==> src/rtl/ps2_tx.sv <==
// -----------------------------------------------------------------------------
// ps2_tx : PS/2 host-to-device transmitter.
//
// Sends one command byte to the keyboard over the shared PS/2 clock/data pair.
// Both lines are open-drain. This block only asserts a "pull low" enable per
// line; the board-level tristate sits outside. It runs on the system clock.
//
// Frame: start(0), data[0..7] LSB first, odd parity, stop(1), device ACK(0).
//
// Ports:
//   clk          system clock
//   rst_n        asynchronous active-low reset
//   tx_valid     request to send tx_data
//   tx_data      command byte, captured on accept (tx_valid && tx_ready)
//   tx_ready     high only while idle
//   ps2_clk_in   raw PS/2 clock line (asynchronous)
//   ps2_data_in  raw PS/2 data line (asynchronous)
//   ps2_clk_oe   1 = pull PS/2 clock low, 0 = release
//   ps2_data_oe  1 = pull PS/2 data low, 0 = release
//   busy         high from accept until the return to idle
//   done         one-cycle pulse: byte sent and device ACK seen
//   err          one-cycle pulse: timeout or missing ACK
// -----------------------------------------------------------------------------
module ps2_tx #(
   parameter int INHIBIT_CYCLES = 5000,
   parameter int TIMEOUT_CYCLES = 750000
) (
   input  logic       clk,
   input  logic       rst_n,
   input  logic       tx_valid,
   input  logic [7:0] tx_data,
   output logic       tx_ready,
   input  logic       ps2_clk_in,
   input  logic       ps2_data_in,
   output logic       ps2_clk_oe,
   output logic       ps2_data_oe,
   output logic       busy,
   output logic       done,
   output logic       err
);

   // One counter serves both the inhibit interval and the transfer timeout,
   // so it is sized for the larger of the two limits.
   localparam int MAX_CYC = (INHIBIT_CYCLES > TIMEOUT_CYCLES) ? INHIBIT_CYCLES : TIMEOUT_CYCLES;
   localparam int CNT_W   = $clog2(MAX_CYC + 1);

   localparam logic [CNT_W-1:0] INH_LAST = CNT_W'(INHIBIT_CYCLES - 1);
   localparam logic [CNT_W-1:0] TO_LAST  = CNT_W'(TIMEOUT_CYCLES - 1);
   localparam logic [CNT_W-1:0] CNT_ONE  = CNT_W'(1);

   typedef enum logic [2:0] {
      S_IDLE,
      S_INHIBIT,
      S_REQ,
      S_SHIFT,
      S_ACK_DONE,
      S_FAIL
   } state_t;

   state_t           state, state_n;
   logic [CNT_W-1:0] cnt, cnt_n;
   logic [3:0]       bit_idx, bit_idx_n;
   logic             tx_ready_q, tx_ready_n;
   logic             busy_q, busy_n;
   logic             clk_oe_q, clk_oe_n;
   logic             data_oe_q, data_oe_n;
   logic             done_q, done_n;
   logic             err_q, err_n;
   logic             load;

   logic [7:0]       data_q;
   logic             par_q;

   // Synchronizer chains: _p0/_p1 are the two metastability flops, clk_p2
   // holds the previous synchronized clock for edge detection.
   logic clk_p0, clk_p1, clk_p2;
   logic data_p0, data_p1;
   logic clk_fall;

   // Odd parity: the parity bit makes the total count of ones odd.
   function automatic logic odd_parity(input logic [7:0] d);
      return ~(^d);
   endfunction

   // ---- stage p0/p1: input synchronizers, p2: previous clock sample ----
   always_ff @(posedge clk or negedge rst_n) begin
      if (!rst_n) begin
         clk_p0  <= 1'b1;
         clk_p1  <= 1'b1;
         clk_p2  <= 1'b1;
         data_p0 <= 1'b1;
         data_p1 <= 1'b1;
      end else begin
         clk_p0  <= ps2_clk_in;
         clk_p1  <= clk_p0;
         clk_p2  <= clk_p1;
         data_p0 <= ps2_data_in;
         data_p1 <= data_p0;
      end
   end

   assign clk_fall = clk_p2 & ~clk_p1;

   // Byte and parity are payload only; they need no reset because they are
   // always loaded before being used.
   always_ff @(posedge clk) begin
      if (load) begin
         data_q <= tx_data;
         par_q  <= odd_parity(tx_data);
      end
   end

   // State and registered outputs.
   always_ff @(posedge clk or negedge rst_n) begin
      if (!rst_n) begin
         state      <= S_IDLE;
         cnt        <= '0;
         bit_idx    <= '0;
         tx_ready_q <= 1'b1;
         busy_q     <= 1'b0;
         clk_oe_q   <= 1'b0;
         data_oe_q  <= 1'b0;
         done_q     <= 1'b0;
         err_q      <= 1'b0;
      end else begin
         state      <= state_n;
         cnt        <= cnt_n;
         bit_idx    <= bit_idx_n;
         tx_ready_q <= tx_ready_n;
         busy_q     <= busy_n;
         clk_oe_q   <= clk_oe_n;
         data_oe_q  <= data_oe_n;
         done_q     <= done_n;
         err_q      <= err_n;
      end
   end

   // Next-state and next-output logic. Outputs are computed for the state
   // being entered so that every output comes straight from a flop.
   always_comb begin
      state_n   = state;
      cnt_n     = cnt;
      bit_idx_n = bit_idx;
      clk_oe_n  = clk_oe_q;
      data_oe_n = data_oe_q;
      done_n    = 1'b0;
      err_n     = 1'b0;
      load      = 1'b0;

      unique case (state)
         S_IDLE: begin
            clk_oe_n  = 1'b0;
            data_oe_n = 1'b0;
            if (tx_valid) begin
               load      = 1'b1;
               state_n   = S_INHIBIT;
               cnt_n     = '0;
               clk_oe_n  = 1'b1;
               // The start bit goes out in the last inhibit cycle.
               data_oe_n = (INH_LAST == '0);
            end
         end

         S_INHIBIT: begin
            if (cnt == INH_LAST) begin
               state_n   = S_REQ;
               cnt_n     = '0;
               clk_oe_n  = 1'b0;
               data_oe_n = 1'b1;
            end else begin
               cnt_n     = cnt + CNT_ONE;
               data_oe_n = ((cnt + CNT_ONE) == INH_LAST);
            end
         end

         S_REQ: begin
            // Timeout counting starts at 0 here; the limit is reached on the
            // edge that enters FAIL.
            if (cnt == TO_LAST) begin
               state_n   = S_FAIL;
               clk_oe_n  = 1'b0;
               data_oe_n = 1'b0;
               err_n     = 1'b1;
            end else begin
               state_n   = S_SHIFT;
               cnt_n     = cnt + CNT_ONE;
               bit_idx_n = '0;
            end
         end

         S_SHIFT: begin
            cnt_n = cnt + CNT_ONE;
            // Timeout has priority over a clock edge seen in the same cycle.
            if (cnt == TO_LAST) begin
               state_n   = S_FAIL;
               clk_oe_n  = 1'b0;
               data_oe_n = 1'b0;
               err_n     = 1'b1;
            end else if (clk_fall) begin
               // bit_idx holds the number of falling edges already seen.
               bit_idx_n = bit_idx + 4'd1;
               if (bit_idx < 4'd8) begin
                  data_oe_n = ~data_q[bit_idx[2:0]];
               end else if (bit_idx == 4'd8) begin
                  data_oe_n = ~par_q;
               end else if (bit_idx == 4'd9) begin
                  data_oe_n = 1'b0;
               end else if (!data_p1) begin
                  state_n = S_ACK_DONE;
               end else begin
                  state_n   = S_FAIL;
                  clk_oe_n  = 1'b0;
                  data_oe_n = 1'b0;
                  err_n     = 1'b1;
               end
            end
         end

         S_ACK_DONE: begin
            cnt_n = cnt + CNT_ONE;
            if (cnt == TO_LAST) begin
               state_n   = S_FAIL;
               clk_oe_n  = 1'b0;
               data_oe_n = 1'b0;
               err_n     = 1'b1;
            end else if (clk_p1 && data_p1) begin
               // Device has released both lines: ACK complete.
               state_n = S_IDLE;
               done_n  = 1'b1;
            end
         end

         S_FAIL: begin
            state_n   = S_IDLE;
            clk_oe_n  = 1'b0;
            data_oe_n = 1'b0;
         end

         default: begin
            state_n   = S_IDLE;
            clk_oe_n  = 1'b0;
            data_oe_n = 1'b0;
         end
      endcase

      tx_ready_n = (state_n == S_IDLE);
      busy_n     = (state_n != S_IDLE);
   end

   assign tx_ready    = tx_ready_q;
   assign busy        = busy_q;
   assign ps2_clk_oe  = clk_oe_q;
   assign ps2_data_oe = data_oe_q;
   assign done        = done_q;
   assign err         = err_q;

endmodule

==> config.mk <==
export PLATFORM = sky130hd
export DESIGN_NAME = ps2_tx
export DESIGN_NICKNAME = d
export VERILOG_FILES = /design/src/rtl/ps2_tx.sv
export SDC_FILE = /design/constraint.sdc
export NUM_CORES = 1
export LEC_CHECK = 0
export CORE_MARGIN = 2
export CORE_UTILIZATION = 53
export DETAILED_ROUTE_END_ITERATION = 7
export GPL_ROUTABILITY_DRIVEN = 0
export MAX_ROUTING_LAYER = met4
export PLACE_DENSITY = 0.86
export SYNTH_ARGS = -nofsm -noshare
export SYNTH_HDL_FRONTEND = slang
export SYNTH_SLANG_ARGS = --single-unit
export TNS_END_PERCENT = 10
==> constraint.sdc <==
create_clock -name clk -period 2.3 [get_ports clk]
set_input_delay 0.345 -clock clk [delete_from_list [all_inputs] [get_ports clk]]
set_output_delay 0.345 -clock clk [all_outputs]
set_load 0.02 [all_outputs]
==> impl_metrics.csv <==
group,metric,value,unit
outcome,status,"finished, violations left",
outcome,violations,"setup timing",
sta,hold_viol,0,
cells_and_area,postLayoutCellArea,3410,um^2
grt,grt_max_degree,39,
floorplanning,boundaryPins,19,
setup_path,end_kind,"register",
yosys,seq_area_frac_synth,44.7,%
yosys,syn_area,2750,um^2
cts,h-tree-depth,2,
yosys,syn_inst,290,
yosys,syn_area_per_cell,9.47,um^2
routing,drtPass1Iterations,5,
floorplanning,die_x,76.0,um
cells_and_area,fin_nets,353,
sta,worst_slew_pin_slew,0.859,ns
grt,antenna_found_initial,0,
cts,ctsHoldBuffers,0,
cells_and_area,fillers,390,
placed_design,place_area,3230,um^2
routing,drc,0,
setup_path,critical_path.max_stage_delay,0.54,ns
power,p_total,1490,uW
yosys,synth_edf_count,9,
routing,via_count,2476,
sta,setup_viol,12,
cts,insertion_delay,0.32,ns
sta,fin_setup_tns,-0.167,ns
floorplanning,start_util,54.5,%
placed_design,dp_cells,396,
cells_and_area,fin_cells,406,
setup_path,path_max_fanout,7,
placed_design,hpwl,4720,um
cts,cts_tree,"yes",
grt,gr-total-overflow,0,
cells_and_area,seq_area,1230,um^2
setup_path,worstPathRequired,2.50,ns
cells_and_area,diodes,0,
flow_run,max_cap_viol_count,0,
setup_path,cp_slowest_cell,"or4b_4",
sta,max_freq,0.423,GHz
yosys,synth_nets,308,
floorplanning,row_count,26,
sta,finalWorstSetupSlack,-0.0635,ns
routing,avgRoutedWirePerCell,16.4,um
routing,vias_per_cell,6.10,
yosys,ys.flop_type,"dfrtp_1",
cts,cts_root_buffer,"clkbuf_8",
placed_design,port_buffers,18,
grt,grt_use_total,24.4,%
sta,clock_skew,0.00881,ns
sta,min_period,2.36,ns
floorplanning,fp.dieH,76.0,um
sta,period_share,103,%
cts,cts_made_buffers,5,
power,powerDensity,436,nW/um^2
yosys,async_flop_share,80.9,%
cells_and_area,multi_input_area,1450,um^2
floorplanning,die_area,5770,um^2
cts,cts_buffer_depth,2,
setup_path,critPathArrivalTime,2.56,ns
setup_path,worstSetupStartpointType,"register",
grt,grt_pass1_vias,2323,
min_path,hold_class,"primary input to asynchronous set/reset pin",
setup_path,worstSetupPathType,"register to register",
cells_and_area,final_common_cell,"buf_4",
power,ir_worst_vdd,0.000349,V
sta,slew-limit-headroom,42.8,%
setup_path,cp_common_cell,"buf_4",
setup_path,path_cells,"or4b_4 > or4_4 > buf_4 > o21ai_4 > buf_4 > nor4_1 > nor3_1 > a22oi_1",
sta,slew_violations,0,
routing,drt_iter0_drc,276,
routing,ant_nets,0,
cts,clk_pin_slew,0.10,ns
grt,grt_pass1_wl,11100,um
sta,rsz0062_at_grt,"true",
yosys,ys_warn_count,0,
cells_and_area,drive_gt1_share,24.1,%
cts,cts.sinks,47,
cells_and_area,syn_to_final_growth,24.1,%
yosys,ys_seq_elements,47,
yosys,ys_types,55,
cells_and_area,final_cell_mix,"36 x buf_4, 32 x dfrtp_1, 30 x nand2_1",
routing,wl,6680,um
floorplanning,core_area,5040,um^2
power,p_leak,0.00146,uW
-- path summary, 6_finish.rpt --
kind / from / to / slack (ns) / depth (start not counted)
min: rst_n / ps2_clk_oe / 0.13 / 1
max reg2reg: cnt[15] / ps2_data_oe / -0.06 / 8
min reg2reg: clk_p0 / clk_p1 / 0.36 / 0
max in group asynchronous: rst_n / busy / 1.62 / 1
max: cnt[15] / ps2_data_oe / -0.06 / 8
min in group clk: clk_p0 / clk_p1 / 0.36 / 0
-- per-layer routing --
metal	track usage [%]	wire length, um	vias to the layer above
li1	-	-	1166
met4	10.7	163	0
met2	37.1	3320	99
met3	4.27	334	20
met5	-	0	-
met1	32.4	2860	1191
-- metrics by stage --
stage	setup WS (ns)	hold WS [ns]	utilization (%)
3_3_place_gp	0.0224	0.347	64.1
3_5_place_dp	-0.0298	0.350	64.1
2_1_floorplan	-0.0231	0.0494	-
4_1_cts	-0.0608	0.155	66.9
6_report	-0.0635	0.129	67.6
5_1_grt	-0.101	0.193	67.6
-- layout make-up --
cell class              instances  area share (%)
multi-input cells             211            42.5
repair buffers                 57            14.6
clock inverters                 3           0.845
flip-flops and latches         47            36.1
clock buffers                   5            2.02
well taps                      70            2.57
inverters                      13            1.43
-- report_power, final --
part	total (uW)	switching, uW	internal (uW)
clock network	554	324	230
logic	70.4	33.5	36.9
registers	862	4.06	858
-- kinds of logic (layout without fill, tap and decap cells) --
group | Yosys count | in the layout | synth area share [%]
AOI/OAI and AO/OA | 71 | 71 | 18.8
buffers and inverters | 32 | 78 | 5.19
adders and majority gates | 5 | 5 | 2.28
xor gates and xnor gates | 14 | 14 | 4.46
muxes | 4 | 4 | 2.37
DFF | 47 | 47 | 44.7
and+or+nand+nor | 117 | 117 | 22.2
-- synthesized netlist by cell type (3+ instances only) --
cell type / instances / share of area (%)
a21o_1: 3 / 0.82
a21oi_1: 17 / 3.1
a22o_1: 4 / 1.3
a31oi_1: 13 / 3.0
a41oi_1: 4 / 1.3
and2_1: 5 / 1.1
and3_1: 4 / 0.91
buf_2: 3 / 0.55
buf_4: 3 / 0.82
clkbuf_1: 12 / 1.6
dfrtp_1: 32 / 29
dfstp_2: 6 / 5.7
edfxtp_1: 9 / 9.8
ha_1: 5 / 2.3
inv_1: 13 / 1.8
nand2_1: 30 / 4.1
nand2b_1: 6 / 1.4
nand3_1: 13 / 2.4
nand4_1: 8 / 1.8
nor2_1: 17 / 2.3
nor2b_1: 4 / 0.91
nor3_1: 11 / 2.0
nor4_1: 6 / 1.4
o21ai_0: 10 / 1.8
o22ai_1: 3 / 0.68
or3_1: 3 / 0.68
xnor2_1: 10 / 3.2
xor2_1: 4 / 1.3
-- what timing repair did --
item,CTS,global route
setup endpoints to repair,11,24
pin swaps,1,5
buffers inserted,0,2
resized for setup,9,6
-- critical path, delay by kind of cell, from the launching register on --
family / cells / cell delay, ns
compound gates: 2 / 0.24
buf+inv: 2 / 0.35
simple gates: 4 / 1.27
flops: 1 / 0.39
-- state kept, by name, indices dropped and copies added (netlist names), 3 cells and up --
signal	flops
cnt	20
data_q	8
bit_idx	4
state	3
(Power assumes the default switching activity.)
